$ cat src/rtl/serial_adder_defs.vh
// serial_adder_defs: FSM state encodings shared by RTL and bench
`ifndef SERIAL_ADDER_DEFS_VH
`define SERIAL_ADDER_DEFS_VH
`define SA_IDLE 2'd0
`define SA_RUN  2'd1
`define SA_DONE 2'd2
`endif

$ cat src/rtl/serial_adder_nbit_pkg.sv
// serial_adder_nbit_pkg: state type for the bit-serial adder
package serial_adder_nbit_pkg;
`include "serial_adder_defs.vh"
    typedef enum logic [1:0] {
        IDLE = `SA_IDLE,
        RUN  = `SA_RUN,
        DONE = `SA_DONE
    } state_t;
endpackage

$ cat src/rtl/full_adder_1bit.sv
// full_adder_1bit: combinational bit-slice cell of the serial adder
module full_adder_1bit (
    input  logic x,
    input  logic y,
    input  logic ci,
    output logic s,
    output logic co
);
    assign s  = x ^ y ^ ci;
    assign co = (x & y) | (ci & (x ^ y));
endmodule

$ cat src/rtl/serial_adder_nbit.sv
// serial_adder_nbit: LSB-first bit-serial add/subtract with registered results
module serial_adder_nbit
    import serial_adder_nbit_pkg::*;
#(
    parameter int WIDTH = 8
) (
    input  logic             clk,
    input  logic             rst,
    input  logic             start,
    input  logic [WIDTH-1:0] a,
    input  logic [WIDTH-1:0] b,
    input  logic             sub,
    output logic [WIDTH-1:0] sum,
    output logic             cout,
    output logic             overflow,
    output logic             busy,
    output logic             done
);
    localparam int CW = $clog2(WIDTH + 1);
    state_t           state_q;
    logic [WIDTH-1:0] a_q, b_q, res_q, sum_q;
    logic             c_q, cout_q, ovf_q, busy_q, done_q;
    logic [CW-1:0]    cnt_q;
    logic             fa_s, fa_co, last;
    logic [WIDTH-1:0] res_d;
    assign last  = cnt_q == CW'(WIDTH - 1);
    assign res_d = {fa_s, res_q[WIDTH-1:1]};
    full_adder_1bit u_fa (
        .x (a_q[0]),
        .y (b_q[0]),
        .ci(c_q),
        .s (fa_s),
        .co(fa_co)
    );
    // FSM: load on start, one bit per edge in RUN, publish result on the last bit
    always_ff @(posedge clk) begin
        if (rst) begin
            state_q <= IDLE;
            a_q     <= '0;
            b_q     <= '0;
            res_q   <= '0;
            sum_q   <= '0;
            c_q     <= 1'b0;
            cout_q  <= 1'b0;
            ovf_q   <= 1'b0;
            busy_q  <= 1'b0;
            done_q  <= 1'b0;
            cnt_q   <= '0;
        end else begin
            case (state_q)
                IDLE, DONE: begin
                    done_q <= 1'b0;
                    if (start) begin
                        a_q     <= a;
                        b_q     <= b ^ {WIDTH{sub}};
                        c_q     <= sub;
                        cnt_q   <= '0;
                        res_q   <= '0;
                        sum_q   <= '0;
                        cout_q  <= 1'b0;
                        ovf_q   <= 1'b0;
                        busy_q  <= 1'b1;
                        state_q <= RUN;
                    end else begin
                        state_q <= IDLE;
                    end
                end
                RUN: begin
                    a_q   <= a_q >> 1;
                    b_q   <= b_q >> 1;
                    c_q   <= fa_co;
                    res_q <= res_d;
                    cnt_q <= cnt_q + CW'(1);
                    if (last) begin
                        sum_q   <= res_d;
                        cout_q  <= fa_co;
                        ovf_q   <= c_q ^ fa_co;
                        busy_q  <= 1'b0;
                        done_q  <= 1'b1;
                        state_q <= DONE;
                    end
                end
                default: state_q <= IDLE;
            endcase
        end
    end
    assign sum      = sum_q;
    assign cout     = cout_q;
    assign overflow = ovf_q;
    assign busy     = busy_q;
    assign done     = done_q;
endmodule

$ cat config.mk
export PLATFORM = sky130hd
export DESIGN_NAME = serial_adder_nbit
export DESIGN_NICKNAME = d
export VERILOG_FILES = /design/src/rtl/serial_adder_nbit_pkg.sv /design/src/rtl/full_adder_1bit.sv /design/src/rtl/serial_adder_nbit.sv
export VERILOG_INCLUDE_DIRS = /design/src /design/src/rtl
export SDC_FILE = /design/constraint.sdc
export NUM_CORES = 1
export LEC_CHECK = 0
export BUFFER_PORTS_ARGS = -buffer_cell sky130_fd_sc_hd__buf_2
export CAP_MARGIN = 10
export CELL_PAD_IN_SITES_DETAIL_PLACEMENT = 1
export CELL_PAD_IN_SITES_GLOBAL_PLACEMENT = 1
export CORE_MARGIN = 10
export CORE_UTILIZATION = 44
export CTS_CLUSTER_SIZE = 12
export DETAILED_ROUTE_END_ITERATION = 8
export HOLD_SLACK_MARGIN = 0.15
export PLACE_DENSITY_LB_ADDON = 0.25
export SLEW_MARGIN = 20
export SYNTH_ARGS = -nofsm -noshare
export SYNTH_HDL_FRONTEND = slang
export SYNTH_HIERARCHICAL = 1
export SYNTH_SLANG_ARGS = --single-unit
$ cat constraint.sdc
create_clock -name clk -period 2.8 [get_ports clk]
set_clock_uncertainty 0.15 [all_clocks]
set_input_delay 0.28 -clock clk [delete_from_list [all_inputs] [get_ports clk]]
set_output_delay 0.28 -clock clk [all_outputs]
set_load 0.005 [all_outputs]
[Word-level counts from Yosys, hierarchy flattened]
Cells that the tools add are included.
Cells by class
  reductions and logical operators: 6
  bitwise gates (word level): 7
  muxes and demuxes: 25
  add/sub/neg operators: 1
  equality and inequality tests: 5
Operator list (count)
  8-bit case mux with 2 select lines: 4
  8-bit 2-to-1 mux: 4
  1-bit case mux with 2 select lines: 5
  1-bit 2-to-1 mux: 8
  4-bit case mux with 2 select lines: 1
  8-bit XOR: 1
  4-bit by 1-bit adder with 4-bit output (second input constant): 1
  4-bit by 3-bit == test with 1-bit output (second input constant): 1
  4-bit 2-to-1 mux: 1
  2-bit != test (second input constant): 2
  2-bit case mux with 2 select lines: 1
  2-bit AND reduction: 2
  3-bit AND reduction: 1
  1-bit XOR: 3
  1-bit AND: 2
  2-bit by 1-bit == test with 1-bit output (second input constant): 1
  2-bit == test (second input constant): 1
  2-bit logical NOT: 1
  2-bit 2-to-1 mux: 1
  2-bit nonzero test: 1
  2-bit OR reduction: 1
  1-bit OR: 1
Word-level totals
  word-level logic and storage cells: 55
  bits in registers: 43
  output and inout port bits: 12

[Logic depth before layout (Yosys ltp)]
  depth in word-level cells: 6
  mapped depth: 5
  depth with buffers taken out: 4

[Modules after synthesis]
Netlist, hierarchy kept.
By module, submodules not included
  serial_adder_nbit: area an instance 1784.2 µm², instances 1, seq. area each 840.8 µm², cells an instance 203
  full_adder_1bit: area an instance 20.0 µm², instances 1, seq. area each 0.0 µm², cells an instance 1

[Least setup slack after synthesis]
OpenSTA, ideal clock, no wires.
  path kind: reg2reg
  start point: register cnt_q[0]
  end point: register cout_q, in the netlist cout
  stages on the path, launching flop included: 6
  data arrival time: 1152 ps
  path slack: 1428 ps
  clock period less this slack: 1372 ps
  required time: 2580 ps
  cell sequence: dfxtp_1 -> ha_1 -> nand3b_1 -> clkbuf_1 -> o211ai_1 -> a21oi_1
Between the ends
  word-level cells in the longest chain between the ends: 3
Ends and longest elaborated chain
  from (decl): RTL line serial_adder_nbit.sv:23  | logic [CW-1:0] cnt_q;
  from (signal assigned): RTL line serial_adder_nbit.sv:73  | cnt_q <= cnt_q + CW'(1);
  4-bit by 3-bit == test with 1-bit output: RTL line serial_adder_nbit.sv:26  | assign last = cnt_q == CW'(WIDTH - 1);
  2-bit != test (no line)
  3-bit AND reduction (no line)
  to (signal assigned): RTL line serial_adder_nbit.sv:76  | cout_q <= fa_co;
  to (decl): RTL line serial_adder_nbit.sv:22  | logic c_q, cout_q, ovf_q, busy_q, done_q;
Every way passes these cells.
A chain may end at the register's enable or synchronous reset.

[Worst setup path after layout]
  start point: register state_q[0]
  end point: register b_q[6]
Between the ends
  word-level cells in the longest chain between the ends: 4
  elaborated cells on any way between the ends: 8
Ends and longest elaborated chain
  from (decl): RTL line serial_adder_nbit.sv:20  | state_t state_q;
  from (signal assigned): RTL line serial_adder_nbit.sv:38  | state_q <= IDLE;
  from (signal assigned): RTL line serial_adder_nbit.sv:63  | state_q <= RUN;
  from (signal assigned): RTL line serial_adder_nbit.sv:65  | state_q <= IDLE;
  2-bit == test or 2-bit logical NOT (tied branches): RTL line serial_adder_nbit.sv:50  | case (state_q)
  2-bit OR reduction: RTL line serial_adder_nbit.sv:50
  2-bit != test (no line) or 2-bit nonzero test (tied branches)
  2-bit AND reduction (no line)
  to (signal assigned): RTL line serial_adder_nbit.sv:55  | b_q <= b ^ {WIDTH{sub}};
  to (signal assigned): RTL line serial_adder_nbit.sv:70  | b_q <= b_q >> 1;
  to (decl): RTL line serial_adder_nbit.sv:21  | logic [WIDTH-1:0] a_q, b_q, res_q, sum_q;
Several ways; a longest one is shown, not always the timed one.

==> metrics.md <==
| Metric | Value |
|---|---|
| Status | finished, final reports clean |
| Utilization after layout | 53.15% |
| Maximum vdd ir drop | 0.0003339 V |
| Ant. Diodes | 0 |
| Max_cap viols | 0 |
| Total die area | 7062 um^2 |
| Register area | 840.8 um^2 |
| Layout cells sized above 1 | 19.31% |
| Final Max Tran Viols | 0 |
| Die height | 84.04 um |
| Die width | 84.04 um |
| Sw Ratio | 24.91% |
| Clock buffer count from CTS | 5 |
| CTS max path bufs | 2 |
| Vias | 1619 |
| Logic pwr share | 11.7% |
| Hold Slack | 0.1437 ns |
| Largest net degree at the start of global routing | 26 |
| Initial antenna violation count | 0 |
| Pwr per Cell Area | 594.5 nW/um^2 |
| ANT nets after route | 0 |
| HP Start | a[2] |
| Synthesis Warnings | 6 |
| CTS root buf | clkbuf_8 |
| Largest area contributor in the netlist | dfxtp_1 |
| Slew margin rel. | 45.27% |
| RSZ-0062 raised after global routing | no |
| Total GRT Usage | 13.56% |
| Global route overflow | 0 |
| WHS Endpoint | a_q[2]$_SDFFE_PP0P_ |
| Placed wire-length estimate | 3313 um |
| Worst reg2reg path startpoint | state_q[0]$_SDFFE_PP0P_ |
| Leakage Power | 0.0008043 uW |
| Worst slew pin tran | 0.8210 ns |
| Synth top area cells | dfxtp_1 (47%), a21oi_1 (11%), nand3_1 (10%) |
| Residual DRC | 0 |
| # rows | 23 |
| Nets | 254 |
| CTS H-tree depth | 2 |
| Clk pwr share | 37.6% |
| DR iter-0 viols | 120 |
| Mapped Area | 1804 um^2 |
| Avg Synthesized Cell Area | 8.844 um^2 |
| Syn nets | 226 |
| Max stage delay on crit path | 0.66 ns |
| Core region area | 3971 um^2 |
| CTS resizes | 0 |
| Cell Chain, Critical Path | nand2b_1 > buf_4 > nand3_1 > a21oi_1 |
| Starting Density | 45.43% |
| Register share of total power | 50.7% |
| Post-DR vias/cell | 5.721 |
| Kind of critical path | reg -> reg |
| TritonCTS clock tree | yes |
| Setup violators final | 0 |
| Worst reg2reg setup slack | 0.91 ns |
| Synthesized flop and latch total | 42 |
| I/O pin total | 32 |
| Worst hold path class | in -> reg |
| CP required | 2.87 ns |
| Min Tclk post-route | 1.891 ns |
| Crit path DAT | 1.96 ns |
| Crit start category | flip-flop |
| Final wirelength | 4756 um |
| Clock sink count | 42 |
| Hold Path Stages | 3 |
| FF-to-FF End | b_q[6]$_SDFFE_PP0P_ |
| Post-synth top area share | 46.60% |
| CP max-delay cell | nand2b_1 |
| Multi-input logic area | 837.1 um^2 |
| R2R cell count | 4 |
| Synth-to-layout area growth | 16.99% |
| Post-route clock period utilization | 67.52% |
| Vias in the first global route | 1725 |
| Final TNS setup | 0 ns |
| Seq/Total Area, Yosys | 46.60% |
| Detailed-router iteration count before antenna repair | 4 |
| Maximum fanout along the worst path | 21 |
| P_sw | 312.6 uW |
| Filler cells | 501 |
| Synth cell types | 26 |
| Routability cong. | 0.7595 |
| CP Capture Type | flip-flop |
| Clk slew on worst S/H paths | 0.08 ns |
| Wirelength per Cell | 16.81 um |
| Post-synthesis cell count | 204 |
| Port buffer count | 31 |
| Clk_lat worst skew | 0.29 ns |
| Internal | 942.2 uW |
| First-pass GRT wire length | 8204 um |
| Maximum clock rate | 528.9 MHz |
| Hold Fails Final Rpt | 0 |
-- synthesized netlist by cell type --
| cell type | count |
|---|---|
| dfxtp_1 | 42 |
| xor2_1 | 9 |
| buf_4 | 7 |
| nand3b_1 | 1 |
| nand3_1 | 36 |
| nor3b_1 | 1 |
| and2b_1 | 1 |
| o21ai_1 | 1 |
| mux2_4 | 1 |
| nand4_1 | 1 |
| mux2_1 | 1 |
| buf_1 | 1 |
| buf_2 | 8 |
| clkbuf_1 | 5 |
| buf_6 | 1 |
| a21oi_1 | 40 |
| ha_1 | 1 |
| fa_1 | 1 |
| a22oi_1 | 15 |
| nand2b_1 | 3 |
| nor2_1 | 3 |
| nand2_1 | 12 |
| a211oi_1 | 1 |
| o211ai_1 | 10 |
| nor2b_1 | 1 |
| and3b_1 | 1 |
-- layer usage --
metal	GRT usage [%]	part of all wire, %	up-vias
met2	23.37	50	23
met1	15.39	44	804
met4	4.718	1.2	0
li1	-	-	785
met5	0	0	-
met3	3.906	4.5	7
-- critical path: cells and delay by family, from the launching register on --
kind,cells,cell delay [ns]
AND/OR/NAND/NOR,2,0.76
flip-flops,1,0.39
buffers and inverters,1,0.32
AO/OA/AOI/OAI,1,0.18
-- layout by cell type (no fill, tap or decap) --
cell and instances:
mux2_4 1, o21ai_1 1, xor2_1 9, nand3b_1 1, ha_1 1, dfxtp_1 42
nand4_1 1, mux2_1 1, nor2b_1 1, fa_1 1, a21oi_1 40, o211ai_1 10
and3b_1 1, buf_2 31, a22oi_1 15, clkinvlp_4 1, and2b_1 1, nor3b_1 1
clkbuf_1 1, a211oi_1 1, clkbuf_8 5, nand2_1 12, buf_4 6, bufinv_16 1
nand2b_1 3, dlygate4sd3_1 6, nor2_1 3, nand3_1 36
-- sequential cells by signal, summed over array words and instances, names as in the netlist --
name,cells
a_q,8
b_q,8
sum,8
res_q,7
cnt_q,4
state_q,2
busy,1
c_q,1
cout,1
done,1
overflow,1
-- final cells by class --
cell class	count	area share (%)
multi-input cells	140	39.66
repair buffers	43	12.33
flip-flops and latches	42	39.83
well taps	50	2.964
clock buffers	6	3.438
clock inverters	2	1.778
-- worst max-delay path by stage --
stage / startpoint / end / cells after the start
floorplan: cnt_q[0]$_SDFFE_PP0P_ / cout$_SDFFE_PP0P_ / 5
global placement: state_q[0]$_SDFFE_PP0P_ / cnt_q[2]$_SDFFE_PP0P_ / 4
detailed placement: state_q[0]$_SDFFE_PP0P_ / b_q[6]$_SDFFE_PP0P_ / 4
CTS: state_q[0]$_SDFFE_PP0P_ / b_q[6]$_SDFFE_PP0P_ / 4
global route: state_q[0]$_SDFFE_PP0P_ / b_q[6]$_SDFFE_PP0P_ / 4
finish: state_q[0]$_SDFFE_PP0P_ / b_q[6]$_SDFFE_PP0P_ / 4
-- power by group through the flow --
| stage | combinational [uW] | sequential [uW] | clock (uW) |
|---|---|---|---|
| detailed placement | 139 | 650 | 0 |
| finish | 146 | 636 | 472 |
| CTS | 147 | 636 | 480 |
| floorplan | 107 | 646 | 0 |
| global route | 165 | 639 | 508 |
| global placement | 131 | 648 | 0 |
-- logic make-up after synthesis --
kind of cell / share of synthesized area (%)
AOI/OAI and AO/OA: 22.19
adders and majority gates: 1.803
buffers and inverters: 7.004
muxes: 1.456
DFF: 46.60
xor gates and xnor gates: 4.369
and+or+nand+nor: 16.57
-- metrics by stage --
step | setup WS, ns | instances | total power [uW] | cell area, um^2
floorplan | 1.428 | 204 | 753.1 | 1804
global placement | 1.042 | 269 | 778.9 | 1941
detailed placement | 0.8854 | 269 | 789.2 | 1941
CTS | 0.8717 | 283 | 1263 | 2111
finish | 0.9094 | 283 | 1255 | 2111
global route | 0.6981 | 283 | 1313 | 2111
-- what timing repair did --
action / CTS / global route
buffers inserted: 0 / 0
endpoints found under the hold margin: 6 / 0
hold buffers: 6 / 0
No activity file was read; power rests on OpenSTA's default activity.
